$ cat src/rtl/riscv_pkg.sv
// riscv_pkg: types and constants shared by the decode/execute pipeline slice.
//   ctrl_t      decoded control bundle carried alongside an instruction
//   fwd_sel_e   operand-source select produced by the forwarding unit
//   ex_act_e    action taken by the ID/EX register on a clock edge
package riscv_pkg;

   typedef struct packed {
      logic       RegWrite;
      logic       MemRead;
      logic       MemWrite;
      logic       MemtoReg;
      logic       ALUSrc;
      logic       Branch;
      logic [1:0] ALUOp;
   } ctrl_t;

   typedef enum logic [1:0] {
      FWD_RF  = 2'b00,
      FWD_WB  = 2'b01,
      FWD_MEM = 2'b10
   } fwd_sel_e;

   typedef enum logic [1:0] {
      ACT_ADVANCE,
      ACT_BUBBLE,
      ACT_HOLD,
      ACT_FLUSH
   } ex_act_e;

endpackage

$ cat src/rtl/id_ex_stage_fwd_unit.sv
// fwd_unit: operand forwarding selects for the instruction sitting in EX.
//   ex_valid, ex_rs1, ex_rs2          registered EX-stage source indices
//   mem_regwrite, mem_rd              EX/MEM destination
//   wb_regwrite, wb_rd                MEM/WB destination
//   fwd_a, fwd_b                      selects for rs1 / rs2 (FWD_* encoding)
module fwd_unit
   import riscv_pkg::*;
#(
   parameter int REGW = 5
) (
   input  logic            ex_valid,
   input  logic [REGW-1:0] ex_rs1,
   input  logic [REGW-1:0] ex_rs2,
   input  logic            mem_regwrite,
   input  logic [REGW-1:0] mem_rd,
   input  logic            wb_regwrite,
   input  logic [REGW-1:0] wb_rd,
   output logic [1:0]      fwd_a,
   output logic [1:0]      fwd_b
);

   // The younger producer (MEM) wins over WB; x0 is never a forwarding source.
   function automatic logic [1:0] pick(input logic [REGW-1:0] rs,
                                       input logic            mw,
                                       input logic [REGW-1:0] mrd,
                                       input logic            ww,
                                       input logic [REGW-1:0] wrd);
      logic [1:0] sel;
      sel = FWD_RF;
      if (mw && (mrd != '0) && (mrd == rs))
         sel = FWD_MEM;
      else if (ww && (wrd != '0) && (wrd == rs))
         sel = FWD_WB;
      return sel;
   endfunction

   always_comb begin
      fwd_a = FWD_RF;
      fwd_b = FWD_RF;
      if (ex_valid) begin
         fwd_a = pick(ex_rs1, mem_regwrite, mem_rd, wb_regwrite, wb_rd);
         fwd_b = pick(ex_rs2, mem_regwrite, mem_rd, wb_regwrite, wb_rd);
      end
   end

endmodule

$ cat src/rtl/id_ex_stage.sv
// id_ex_stage: ID/EX pipeline register with load-use hazard detection,
// register-file write-through bypass, and forwarding-select generation.
//   clk, reset_n                 clock, asynchronous active-low reset
//   id_*                         decoded instruction fields and RF read data
//   flush, hold                  redirect squash / downstream stall
//   wb_regwrite, wb_rd, wb_data  register-file write port
//   mem_regwrite, mem_rd         EX/MEM destination (for forwarding)
//   ex_*                         registered instruction for the EX stage
//   id_stall                     hold PC and IF/ID this cycle
//   fwd_a, fwd_b                 forward selects for ex_rs1 / ex_rs2
//   bubble_cnt                   saturating count of load-use bubbles
module id_ex_stage
   import riscv_pkg::*;
#(
   parameter int XLEN = 64,
   parameter int REGW = 5
) (
   input  logic            clk,
   input  logic            reset_n,
   input  logic            id_valid,
   input  logic [REGW-1:0] id_rs1,
   input  logic [REGW-1:0] id_rs2,
   input  logic [REGW-1:0] id_rd,
   input  logic [XLEN-1:0] id_rdata1,
   input  logic [XLEN-1:0] id_rdata2,
   input  logic [XLEN-1:0] id_imm,
   input  logic [XLEN-1:0] id_pc,
   input  ctrl_t           id_ctrl,
   input  logic            flush,
   input  logic            hold,
   input  logic            wb_regwrite,
   input  logic [REGW-1:0] wb_rd,
   input  logic [XLEN-1:0] wb_data,
   input  logic            mem_regwrite,
   input  logic [REGW-1:0] mem_rd,
   output logic            ex_valid,
   output logic [REGW-1:0] ex_rs1,
   output logic [REGW-1:0] ex_rs2,
   output logic [REGW-1:0] ex_rd,
   output logic [XLEN-1:0] ex_rdata1,
   output logic [XLEN-1:0] ex_rdata2,
   output logic [XLEN-1:0] ex_imm,
   output logic [XLEN-1:0] ex_pc,
   output ctrl_t           ex_ctrl,
   output logic            id_stall,
   output logic [1:0]      fwd_a,
   output logic [1:0]      fwd_b,
   output logic [31:0]     bubble_cnt
);

   ex_act_e         act;
   logic            load_use;
   logic [XLEN-1:0] rdata1_wt;
   logic [XLEN-1:0] rdata2_wt;

   always_comb begin
      // ex_rd != 0 also keeps x0 sources from ever matching.
      load_use = ex_valid && ex_ctrl.MemRead && (ex_rd != '0) && id_valid &&
                 ((ex_rd == id_rs1) || (ex_rd == id_rs2));
      id_stall = !flush && (hold || load_use);

      if (flush)         act = ACT_FLUSH;
      else if (hold)     act = ACT_HOLD;
      else if (load_use) act = ACT_BUBBLE;
      else               act = ACT_ADVANCE;

      // The RF is written on the same edge we capture, so its read data is stale.
      rdata1_wt = (wb_regwrite && (wb_rd != '0) && (wb_rd == id_rs1)) ? wb_data : id_rdata1;
      rdata2_wt = (wb_regwrite && (wb_rd != '0) && (wb_rd == id_rs2)) ? wb_data : id_rdata2;
   end

   always_ff @(posedge clk or negedge reset_n) begin
      if (!reset_n) begin
         ex_valid   <= 1'b0;
         ex_rs1     <= '0;
         ex_rs2     <= '0;
         ex_rd      <= '0;
         ex_rdata1  <= '0;
         ex_rdata2  <= '0;
         ex_imm     <= '0;
         ex_pc      <= '0;
         ex_ctrl    <= '0;
         bubble_cnt <= '0;
      end else begin
         unique case (act)
            ACT_FLUSH: begin
               ex_valid <= 1'b0;
               ex_ctrl  <= '0;
            end
            ACT_HOLD: ;
            ACT_BUBBLE: begin
               ex_valid <= 1'b0;
               ex_ctrl  <= '0;
               if (bubble_cnt != '1)
                  bubble_cnt <= bubble_cnt + 32'd1;
            end
            ACT_ADVANCE: begin
               ex_valid  <= id_valid;
               ex_ctrl   <= id_valid ? id_ctrl : '0;
               ex_rs1    <= id_rs1;
               ex_rs2    <= id_rs2;
               ex_rd     <= id_rd;
               ex_rdata1 <= rdata1_wt;
               ex_rdata2 <= rdata2_wt;
               ex_imm    <= id_imm;
               ex_pc     <= id_pc;
            end
         endcase
      end
   end

   fwd_unit #(
      .REGW(REGW)
   ) u_fwd (
      .ex_valid    (ex_valid),
      .ex_rs1      (ex_rs1),
      .ex_rs2      (ex_rs2),
      .mem_regwrite(mem_regwrite),
      .mem_rd      (mem_rd),
      .wb_regwrite (wb_regwrite),
      .wb_rd       (wb_rd),
      .fwd_a       (fwd_a),
      .fwd_b       (fwd_b)
   );

endmodule
$ cat config.mk
export PLATFORM = sky130hd
export DESIGN_NAME = id_ex_stage
export DESIGN_NICKNAME = d
export VERILOG_FILES = /design/src/rtl/riscv_pkg.sv /design/src/rtl/id_ex_stage_fwd_unit.sv /design/src/rtl/id_ex_stage.sv
export SDC_FILE = /design/constraint.sdc
export NUM_CORES = 1
export LEC_CHECK = 0
export CAP_MARGIN = 20
export CORE_AREA = 3 3 265 267
export DETAILED_ROUTE_END_ITERATION = 16
export DIE_AREA = 0 0 268 270
export GPL_ROUTABILITY_DRIVEN = 0
export GPL_TIMING_DRIVEN = 0
export PLACE_DENSITY = 0.49
export SLEW_MARGIN = 20
export SYNTH_ARGS = -nofsm -noshare
export SYNTH_HDL_FRONTEND = slang
export SYNTH_SLANG_ARGS = --single-unit
$ cat constraint.sdc
create_clock -name clk -period 2.1 [get_ports clk]
set_input_delay 0.525 -clock clk [delete_from_list [all_inputs] [get_ports clk]]
set_output_delay 0.525 -clock clk [all_outputs]
set_load 0.03 [all_outputs]
==> results.ini <==
[layout]
finish.utilization_pct=36.3
area_growth_pct=79.1
final_nets=2202
drive_gt1_share_pct=19.8

[synth]
syn_area_per_cell_um2=12.6
synth_area_um2=13900
ys_warn_count=0
ys.flop_type=dfrtp_1
synth_edf_count=0
synthArstFlopShare_pct=100
synth.net_count=1462
synthCells=1101
synth_seq_cells=312
synth_cell_type_count=39
ys_seq_area_share_pct=56.3

[sta]
timing.fmax_ghz=0.379
hold_violations=0
maxSlewHeadroom_pct=56.5
fin_crit_ns=2.64
rsz0062_at_grt=true
fin_crit_sh_pct=126
worst_pin_slew_ns=0.649
setup_viol=306
worst_slack_ns=-0.540
maxSlewViolCount=0
clock_skew_ns=0.0128

[setup_path]
worstPathRequired_ns=1.57
cpMostUsedCell=nor2_4
cp_slowest_cell=or4_4
cp_num_buf_inv=1
crit_family=simple AND/OR/NAND/NOR gates
cp_cell_sequence=or4_4 > o2111ai_4 > nor2_4 > nor2_4 > nor2_4 > buf_6
cp.arrival_ns=2.11
path_max_fanout=3
critPathMaxStageDelay_ns=0.54
cp-start-kind=flop
endpoint_kind=output port
criticalPathCategory=flop to output port

[clock_network]
clk-insertion-delay-late_ns=0.55
cts_made_buffers=41
clockBufferDepth=3
clock_sinks=312
cts_tree=done
cts-root-buf=clkbuf_16
clk_pin_slew_ns=0.06
htreeDepth=2

[power_and_ir_drop]
p_leak_nw=13.4
p_per_area_nw_per_um2=805
vdd_drop_max_v=0.000508

[routing]
finalWirelength_um=60700
remaining_drc_errors=0
wire_per_inst_um=22.0
drtIter0Drc=450
vias_per_cell=4.21
vias=11618
drt-pass1-iter-count=4
antenna_left=0

[floorplan]
coreArea_um2=68300
floorplan.initialDensity_pct=20.3
fp-row-count=96
die_w_um=268
pin_count=677
die_h_um=270
dieArea_um2=72400

[place]
io_buffer_count=670
place_hpwl_um=46800
dp_slack_ns=-1.47

[global_route]
antenna_found_initial=6
track_usage_pct=15.9
grt_max_degree=92
grt_pass1_vias=12660
overflow=0
grt_pass1_wl_um=86400

[status]
failed_checks=negative setup slack
status=finished with violations

[run]
maxCapViolCount=0

[min_path]
hp-class=input port to flop

[placed cells by master (no fill, tap or decap), types with 13 or more instances in the layout]
master	Yosys	final
o21ai_0	107	104
dfrtp_2	0	17
nand2_1	135	134
buf_4	4	24
dfrtp_1	312	295
mux2_4	74	75
mux2_2	70	69
clkbuf_2	1	13
mux2i_1	128	127
xnor2_1	43	40
buf_6	9	28
o21ai_1	24	25
clkdlybuf4s50_1	0	345
clkbuf_8	0	16
xor2_1	28	27
nand4_1	17	17
nand3_1	25	17
clkbuf_16	0	43
dlymetal6s2s_1	0	313
[routing by layer]
layer	vias to the layer above	routed length, um	track usage, %
met5	-	56	0
met4	8	1200	3.66
met3	81	5550	5.60
met2	447	30400	28.2
met1	5724	23500	18.3
li1	5358	-	-
[cell type report]
cell class                      instances  area, um^2
Inverter                                2        7.51
Clock inverter                         15         185
Fill cell                            6657       43500
Timing Repair Buffer                  698        7820
Antenna cell                            5        12.5
Tap cell                              882        1100
Sequential cell                       312        7830
Clock buffer                           60        1210
Multi-Input combinational cell        717        5940
Buffer                                 69         743
[kinds of logic (layout without fill, tap and decap cells)]
kind of cell / Yosys count / count (layout) / share of synthesized area (%)
xor+xnor: 71 / 71 / 4.48
simple gates: 230 / 230 / 7.80
other cells: 0 / 5 / 0
flops: 312 / 312 / 56.3
mux: 272 / 272 / 22.9
compound gates: 143 / 143 / 5.63
buf+inv: 72 / 844 / 2.77
fa+ha+maj: 1 / 1 / 0.0902
[power breakdown]
group | internal, mW | switching (mW)
clock network | 4.47 | 2.80
registers | 6.76 | 0.442
logic | 2.58 | 2.94
[worst reg2reg max path: stages (launching register included)]
cell and delay, ns:
dfrtp_2 0.44, or4_4 0.54, o2111ai_4 0.23, buf_4 0.14, buf_4 0.12, o21ai_4 0.10, buf_12 0.20, buf_12 0.17
buf_8 0.17, mux2_4 0.30
[state kept, by name, summed over array words and instances, names as in the netlist]
register    cells
ex_imm         64
ex_rs2          5
ex_pc          64
ex_rdata1      64
ex_ctrl         8
ex_rdata2      64
bubble_cnt     32
ex_valid        1
ex_rs1          5
ex_rd           5
[per-stage QoR]
step	area [um^2]	hold WS (ns)	instances	total power [mW]	TNS, ns
2_1_floorplan	14200	0.229	1101	9.91	-9.37
3_3_place_gp	22000	0.464	2653	12.8	-4699.73
3_5_place_dp	22100	0.470	2656	12.9	-357.95
4_1_cts	23700	0.367	2740	20.4	-148.72
5_1_grt	24800	0.401	2755	20.9	-120.20
6_report	24800	0.388	2760	20.0	-88.99
[timing repair]
action                                 4_1_cts  5_1_grt
setup buffers                                8       14
cloned                                       0        2
pin swaps                                   12       22
endpoints found under the hold margin       68        0
resized for setup                           79      393
hold buffers                                 1        0
setup endpoints to repair                  615      621
[worst paths after layout]
check,startpoint,end,slack (ns),cells after the start
worst min-delay path,id_rs2[1],ex_rs2[1],0.39,2
worst max-delay path,ex_rd[2],id_stall,-0.54,6
worst max register to register,ex_rd[2],ex_imm[30],-0.45,9
worst min register to register,ex_rdata1[19],ex_rdata1[19],0.47,2
min in group asynchronous,reset_n,ex_imm[58],0.56,2
max in group asynchronous,reset_n,ex_rdata2[33],0.23,4
[synthesized netlist by cell type, types with 2 or more instances]
cell type | n | area [um^2]
xnor2_1 | 43 | 377
clkbuf_1 | 30 | 113
and3_1 | 10 | 62.6
buf_6 | 9 | 101
dfrtp_1 | 312 | 7810
nand3_1 | 25 | 125
a32o_1 | 8 | 80.1
nor4_1 | 4 | 25.0
or4_1 | 3 | 22.5
mux2i_1 | 128 | 1280
and4_1 | 5 | 43.8
nor2_1 | 9 | 33.8
nand4_1 | 17 | 106
mux2_2 | 70 | 788
nand2_1 | 135 | 507
nor3_1 | 7 | 35.0
and2_1 | 6 | 37.5
mux2_4 | 74 | 1110
nor4bb_1 | 2 | 20.0
inv_1 | 2 | 7.51
o21ai_0 | 107 | 536
buf_2 | 24 | 120
buf_1 | 2 | 7.51
xor2_1 | 28 | 245
o21ai_1 | 24 | 120
buf_4 | 4 | 30.0
No activity file was read; power rests on OpenSTA's default activity.
